### config.mk
export PLATFORM = sky130hd
export DESIGN_NAME = serial_adder
export DESIGN_NICKNAME = d
export VERILOG_FILES = /design/src/rtl/serial_adder.sv
export SDC_FILE = /design/constraint.sdc
export NUM_CORES = 1
export LEC_CHECK = 0
export CAP_MARGIN = 20
export CORE_UTILIZATION = 45
export DETAILED_ROUTE_END_ITERATION = 7
export PLACE_DENSITY = 0.79
export REMOVE_ABC_BUFFERS = 1
export SKIP_LAST_GASP = 1
export SLEW_MARGIN = 40
export SYNTH_ARGS = -nofsm -noshare
export SYNTH_HDL_FRONTEND = slang
export SYNTH_SLANG_ARGS = --single-unit
### constraint.sdc
create_clock -name clk -period 2.3 [get_ports clk]
set_input_delay 0.69 -clock clk [delete_from_list [all_inputs] [get_ports clk]]
set_output_delay 0.69 -clock clk [all_outputs]
set_load 0.1 [all_outputs]
### src/rtl/serial_adder.sv
// Serial adder: computes a + b + cin over WIDTH bits, DIGIT bits per clock,
// through a single DIGIT-wide adder slice and a registered carry.
// A start/busy/done handshake frames each operation. The result, unsigned
// carry-out and signed overflow are held until the next done pulse.
// WIDTH must be at least 2 and DIGIT must divide WIDTH exactly.
module serial_adder #(
  parameter int WIDTH = 8,
  parameter int DIGIT = 1
) (
  input  logic             clk,
  input  logic             rst,
  input  logic             start,
  input  logic [WIDTH-1:0] a,
  input  logic [WIDTH-1:0] b,
  input  logic             cin,
  output logic             busy,
  output logic             done,
  output logic [WIDTH-1:0] sum,
  output logic             cout,
  output logic             ovf
);

  localparam int N  = WIDTH / DIGIT;
  localparam int CW = (N > 1) ? $clog2(N) : 1;

  typedef enum logic [1:0] {
    IDLE = 2'd0,
    RUN  = 2'd1,
    DONE = 2'd2
  } state_t;

  state_t           r_state;
  state_t           w_nextState;

  logic [WIDTH-1:0] r_aShift;
  logic [WIDTH-1:0] r_bShift;
  logic [WIDTH-1:0] r_resShift;
  logic             r_carry;
  logic             r_msbA;
  logic             r_msbB;
  logic [CW-1:0]    r_cnt;

  logic             r_busy;
  logic             r_done;
  logic [WIDTH-1:0] r_sum;
  logic             r_cout;
  logic             r_ovf;

  logic             w_accept;
  logic             w_lastDigit;
  logic [DIGIT:0]   w_digitSum;
  logic [WIDTH-1:0] w_digitHigh;
  logic [WIDTH-1:0] w_resNext;

  // The one adder slice: low digit of each operand plus the running carry.
  // The new digit enters the result register from the MSB side, so after
  // N digits the first digit computed has reached the LSB position.
  assign w_digitSum  = {1'b0, r_aShift[DIGIT-1:0]}
                     + {1'b0, r_bShift[DIGIT-1:0]}
                     + (DIGIT+1)'(r_carry);
  assign w_digitHigh = WIDTH'(w_digitSum[DIGIT-1:0]) << (WIDTH - DIGIT);
  assign w_resNext   = (r_resShift >> DIGIT) | w_digitHigh;

  // State register
  always_ff @(posedge clk or posedge rst) begin
    if (rst) begin
      r_state <= IDLE;
    end else begin
      r_state <= w_nextState;
    end
  end

  // Next-state logic: DONE accepts a new start just like IDLE, so
  // back-to-back operations run without a bubble cycle.
  always_comb begin
    w_nextState = r_state;
    case (r_state)
      IDLE:    w_nextState = start ? RUN : IDLE;
      RUN:     w_nextState = w_lastDigit ? DONE : RUN;
      DONE:    w_nextState = start ? RUN : IDLE;
      default: w_nextState = IDLE;
    endcase
  end

  // Control decode: when an operation is accepted, and when the digit
  // being added is the last one.
  always_comb begin
    w_accept    = 1'b0;
    w_lastDigit = 1'b0;
    case (r_state)
      IDLE:    w_accept = start;
      DONE:    w_accept = start;
      RUN:     w_lastDigit = (r_cnt == CW'(N - 1));
      default: begin
        w_accept    = 1'b0;
        w_lastDigit = 1'b0;
      end
    endcase
  end

  // Working registers: capture the operands on accept, then shift one
  // digit per RUN cycle. Once an operation is accepted, start is ignored
  // until DONE, so the captured operands stay put for the whole run.
  always_ff @(posedge clk or posedge rst) begin
    if (rst) begin
      r_aShift   <= '0;
      r_bShift   <= '0;
      r_resShift <= '0;
      r_carry    <= 1'b0;
      r_msbA     <= 1'b0;
      r_msbB     <= 1'b0;
      r_cnt      <= '0;
    end else if (w_accept) begin
      r_aShift   <= a;
      r_bShift   <= b;
      r_resShift <= '0;
      r_carry    <= cin;
      r_msbA     <= a[WIDTH-1];
      r_msbB     <= b[WIDTH-1];
      r_cnt      <= '0;
    end else if (r_state == RUN) begin
      r_aShift   <= r_aShift >> DIGIT;
      r_bShift   <= r_bShift >> DIGIT;
      r_resShift <= w_resNext;
      r_carry    <= w_digitSum[DIGIT];
      r_cnt      <= w_lastDigit ? '0 : r_cnt + 1'b1;
    end
  end

  // Held result: updated only on the edge that raises done. The overflow
  // term compares the operand signs with the sign of the final sum, which
  // already includes cin.
  always_ff @(posedge clk or posedge rst) begin
    if (rst) begin
      r_sum  <= '0;
      r_cout <= 1'b0;
      r_ovf  <= 1'b0;
    end else if (w_lastDigit) begin
      r_sum  <= w_resNext;
      r_cout <= w_digitSum[DIGIT];
      r_ovf  <= (r_msbA == r_msbB) && (w_resNext[WIDTH-1] != r_msbA);
    end
  end

  // Registered handshake: busy follows the state being entered, done
  // pulses for the single cycle spent in DONE.
  always_ff @(posedge clk or posedge rst) begin
    if (rst) begin
      r_busy <= 1'b0;
      r_done <= 1'b0;
    end else begin
      r_busy <= (w_nextState == RUN);
      r_done <= w_lastDigit;
    end
  end

  assign busy = r_busy;
  assign done = r_done;
  assign sum  = r_sum;
  assign cout = r_cout;
  assign ovf  = r_ovf;

endmodule

# Yosys cells after proc, flatten, opt, wreduce, memory -nomap -nowiden
# Index checks and enable logic that the tools add are counted.
# word_totals
register_bits	44
out_inout_bits	12
elab_cells	43
input_bits	20
# op_classes
reduce_logical	4
add_sub_neg	3
n_mux	16
eq_ne	6
bitwise	1
# op_table
op	n
2-to-1 mux 8 bit	6
2-to-1 mux 3 bit	3
OR 7 x 8 -> 8 bit	1
2-to-1 mux 1 bit	5
== test 2 x 1 -> 1 bit (second input constant)	2
case mux 2 bit (2 select lines)	1
adder 3 x 1 -> 3 bit (second input constant)	1
== test 3 bit (second input constant)	1
adder 1 x 1 -> 2 bit	1
adder 2 x 1 -> 2 bit	1
== test 2 bit (second input constant)	1
zero test 2 bit	1
2-to-1 mux 2 bit	1
nonzero test 2 bit	1
OR reduction 2 bit	1
== test 1 bit	1
logical AND 1 bit	1
!= test 1 bit	1

# Logic depth before layout (Yosys ltp)
# depth
ltp_word	5
mapped_depth	6

# Worst setup path after synthesis
# Ideal clock, no wire load.
# synth_path
kind	register to output
from	register r_ovf (netlist: ovf)
to	output port ovf
path_stages_with_launch	1
required_time_ns	1.610
path_slack_ns	0.712
arrival_time_ns	0.898
n_path_buf	0
cell_sequence	dfrtp_1
# synth_lines
element	line_no	source
from (decl)	47	logic r_ovf;
from (signal assigned)	141	r_ovf <= (r_msbA == r_msbB) && (w_resNext[WIDTH-1] != r_msbA);
to (decl)	20	output logic ovf
# No word-level cell between the ends.

# Worst setup path in the final report
# layout_path
from	input port start
to	register r_carry
# layout_via
elab_chain_cells	2
# layout_rtl
element	line_no	source
from (decl)	12	input logic start,
2-to-1 mux 1 bit *	90	case (r_state)
2-to-1 mux 1 bit or nonzero test 2 bit (tied branches)	--	
to (signal assigned)	117	r_carry <= cin;
to (signal assigned)	125	r_carry <= w_digitSum[DIGIT];
to (decl)	38	logic r_carry;
# Every way passes the cells marked *; elsewhere a longest branch is shown, timed or not.
# A chain may end at the register's enable or synchronous reset.

==> summary.md <==
| Metric | Value |
|---|---|
| Run status | finished, final reports clean |
| Worst-Margin Slew | 548 ps |
| Wire length per cell | between 15 and 20 um |
| CTS max path bufs | 2 |
| Reg clk slew, reported paths | about 80 ps |
| Htree depth | 2 |
| Placed cells | roughly 210 |
| Final instance area | 0.00218 mm2 |
| Port Buffers | 31 |
| Die area | roughly 0.0042 mm2 |
| CTS tree | yes |
| Final Non-Filler Cells | 215 |
| Synth Area in Adders | approximately 2.5% |
| First-pass GRT wire length | between 5 and 6 mm |
| Yosys warnings | 0 |
| Final setup violation count | 0 |
| CP peak stage delay | ~450 ps |
| HP Class | flop to flop |
| Seq/Total Area, Yosys | between 60% and 70% |
| Synthesized cell area | roughly 0.0018 mm2 |
| Largest net degree at the start of global routing | 44 |
| RSZ-0062 raised after global routing | false |
| Buffer and inverter count on the worst path | 1 |
| Most frequent cells in the layout | dfrtp_1, a22o_1, clkdlybuf4s50_1 |
| Vias per cell | 5.51 |
| TritonCTS Buffers | 5 |
| Static leakage | roughly 1.1 nW |
| Chip width | 64.8 um |
| Total GRT Usage | around 18% |
| Critical path class | input pin to flop |
| Antenna diodes | 0 |
| CP Data Required Time | between 2000 and 2500 ps |
| Slowest cell on the critical path | clkdlybuf4s50_1 |
| Total global routing overflow | 0 |
| CTS Sinks | between 40 and 50 |
| Maxcap violations | 0 |
| Overall power | 3.54 mW |
| Data arrival time of the worst path | between 2000 and 2500 ps |
| Simple-Gate Fraction of Synth Area | between 5 and 6% |
| Rel. slew slack | a little under two thirds |
| Maximum VDD drop | approximately 0.70 mV |
| Gpl congestion | between 0.7 and 0.8 |
| Cell count after synthesis | 132 |
| Initial antenna violation count | 0 |
| Clock Latency Late Sink | 290 ps |
| Vias | around 1200 |
| Syn avg cell area | roughly 13 um2 |
| Power Density | around 1600 mW/mm2 |
| Drt pass-1 iters | 4 |
| Die Span Y | 64.8 um |
| Max Clk Rate | roughly 0.53 GHz |
| CP startpoint kind | input pin |
| Post-DP HPWL | 2.47 mm |
| Cell Chain, Critical Path | clkdlybuf4s50_1 > nor2b_2 > nor2_4 > a221o_1 |
| WL met3 | between 100 and 150 um |
| Layout cells sized above 1 | 21.0% |
| Vias in the first global route | 1195 |
| Root buffer cell | clkbuf_8 |
| Post-DP Area | 0.00210 mm2 |
| Complex-gate fraction of the synthesized area | roughly 20% |
| Crit share post-route | between 80% and 90% |
| # IOs | 32 |
| Routed length on met2 | around 1.7 mm |
| Routed met1 length | roughly 1.5 mm |
| Delay-heaviest family, CP | simple AND/OR/NAND/NOR gates |
| CTS-repair resized insts | 0 |
| Initial cell density of the core | a little under half |
| Worst Setup End Kind | flop |
| Antenna Nets Post-Route | 0 |
| Setup TNS | 0 ps |
| Hold buffer count at cts | 0 |
| FP Rows | 22 |
| XOR/XNOR share of the synthesized area | 0% |
| Area growth, synth to finish | 22.7% |
| Max-slew violation count | 0 |
| DR iter-0 viols | 87 |
| # nets final | 189 |
| Core region area | 0.00372 mm2 |
| Max Used Layer | met4 |
| Routed WL | 3.47 mm |
| Synth Register Bits | 43 |
| Post-route minimum period | around 1900 ps |
| Final Hold Fails | 0 |
| Setup bufs post-CTS | 0 |
| Commonest non-fill, non-tap cell in the layout | dfrtp_1 |
| Netlist cell types | 26 |
| Mux contribution to synthesized area | under 10% |
| Main combinational cell family by area after synthesis | compound AO/OA/AOI/OAI gates |
| CP Max Fanout | 23 |
| Final setup skew | 8.99 ps |
| DRC Markers | 0 |
final timing paths:
path                        startpoint     endpoint  slack, ps  cells past startpoint
min in group asynchronous          rst  r_aShift[5]        830                      3
hold reg to reg            r_bShift[3]  r_bShift[3]        490                      1
max in group asynchronous          rst       sum[3]       1110                      3
hold / removal             r_bShift[3]  r_bShift[3]        490                      1
setup reg to reg              r_cnt[0]       sum[2]        510                      4
setup / recovery                 start      r_carry        420                      4
report_power, final:
part / switching, mW / internal, mW
logic: 1.17 / 0.622
clock network: 0.239 / 0.213
registers: 0.203 / 1.09
total: 1.62 / 1.92
layout make-up:
class / instances / area, um2
Sequential cell: 43 / 1080
Clock buffer: 7 / 76.3
Multi-Input combinational cell: 73 / 606
Fill cell: 308 / 1540
Inverter: 7 / 26.3
Timing Repair Buffer: 36 / 330
Clock inverter: 1 / 5.00
Tap cell: 48 / 60.1
stage by stage:
step / setup WS (ps) / util, % / hold WS [ps]
after detailed placement: 125 / 56.5 / 466
after CTS: 424 / 58.7 / 484
after global placement: 153 / 56.5 / 460
after floorplan: -80.7 / - / 450
final: 424 / 58.7 / 486
after global routing: 353 / 58.7 / 499
cell families after synthesis:
logic type | after synthesis
AO/OA/AOI/OAI | 45
adder cells (fa/ha/maj) | 3
AND/OR/NAND/NOR | 16
multiplexers | 9
flip-flops | 43
buffers and inverters | 16
synth_stat cells, drive strengths merged:
cell | n | area, um2
a21o | 14 | 105
a21oi | 3 | 15.0
a221o | 3 | 30.0
a22o | 20 | 175
a31oi | 1 | 6.26
a32o | 1 | 10.0
buf | 9 | 71.3
dfrtp | 43 | 1080
fa | 1 | 20.0
ha | 2 | 25.0
inv | 7 | 26.3
mux2 | 9 | 101
nand2 | 4 | 15.0
nand2b | 1 | 6.26
nand3 | 2 | 10.0
nand3b | 1 | 7.51
nor2 | 2 | 15.0
nor2b | 2 | 20.0
nor3 | 2 | 10.0
o21ai | 2 | 10.0
o2bb2ai | 1 | 8.76
or3 | 2 | 12.5
state kept, by name, summed over array words and instances, names as in the netlist, 2 cells and up:
signal	count
r_bShift	8
r_resShift	7
sum	8
r_cnt	3
r_aShift	8
r_state	2
layer usage:
layer  vias up  GRT usage (%)
li1        542              -
met1       612           22.8
met2        27           29.4
met3         4           5.11
met4         0           5.83
met5         -              0
Note: power is estimated with default switching activity, not from simulation.
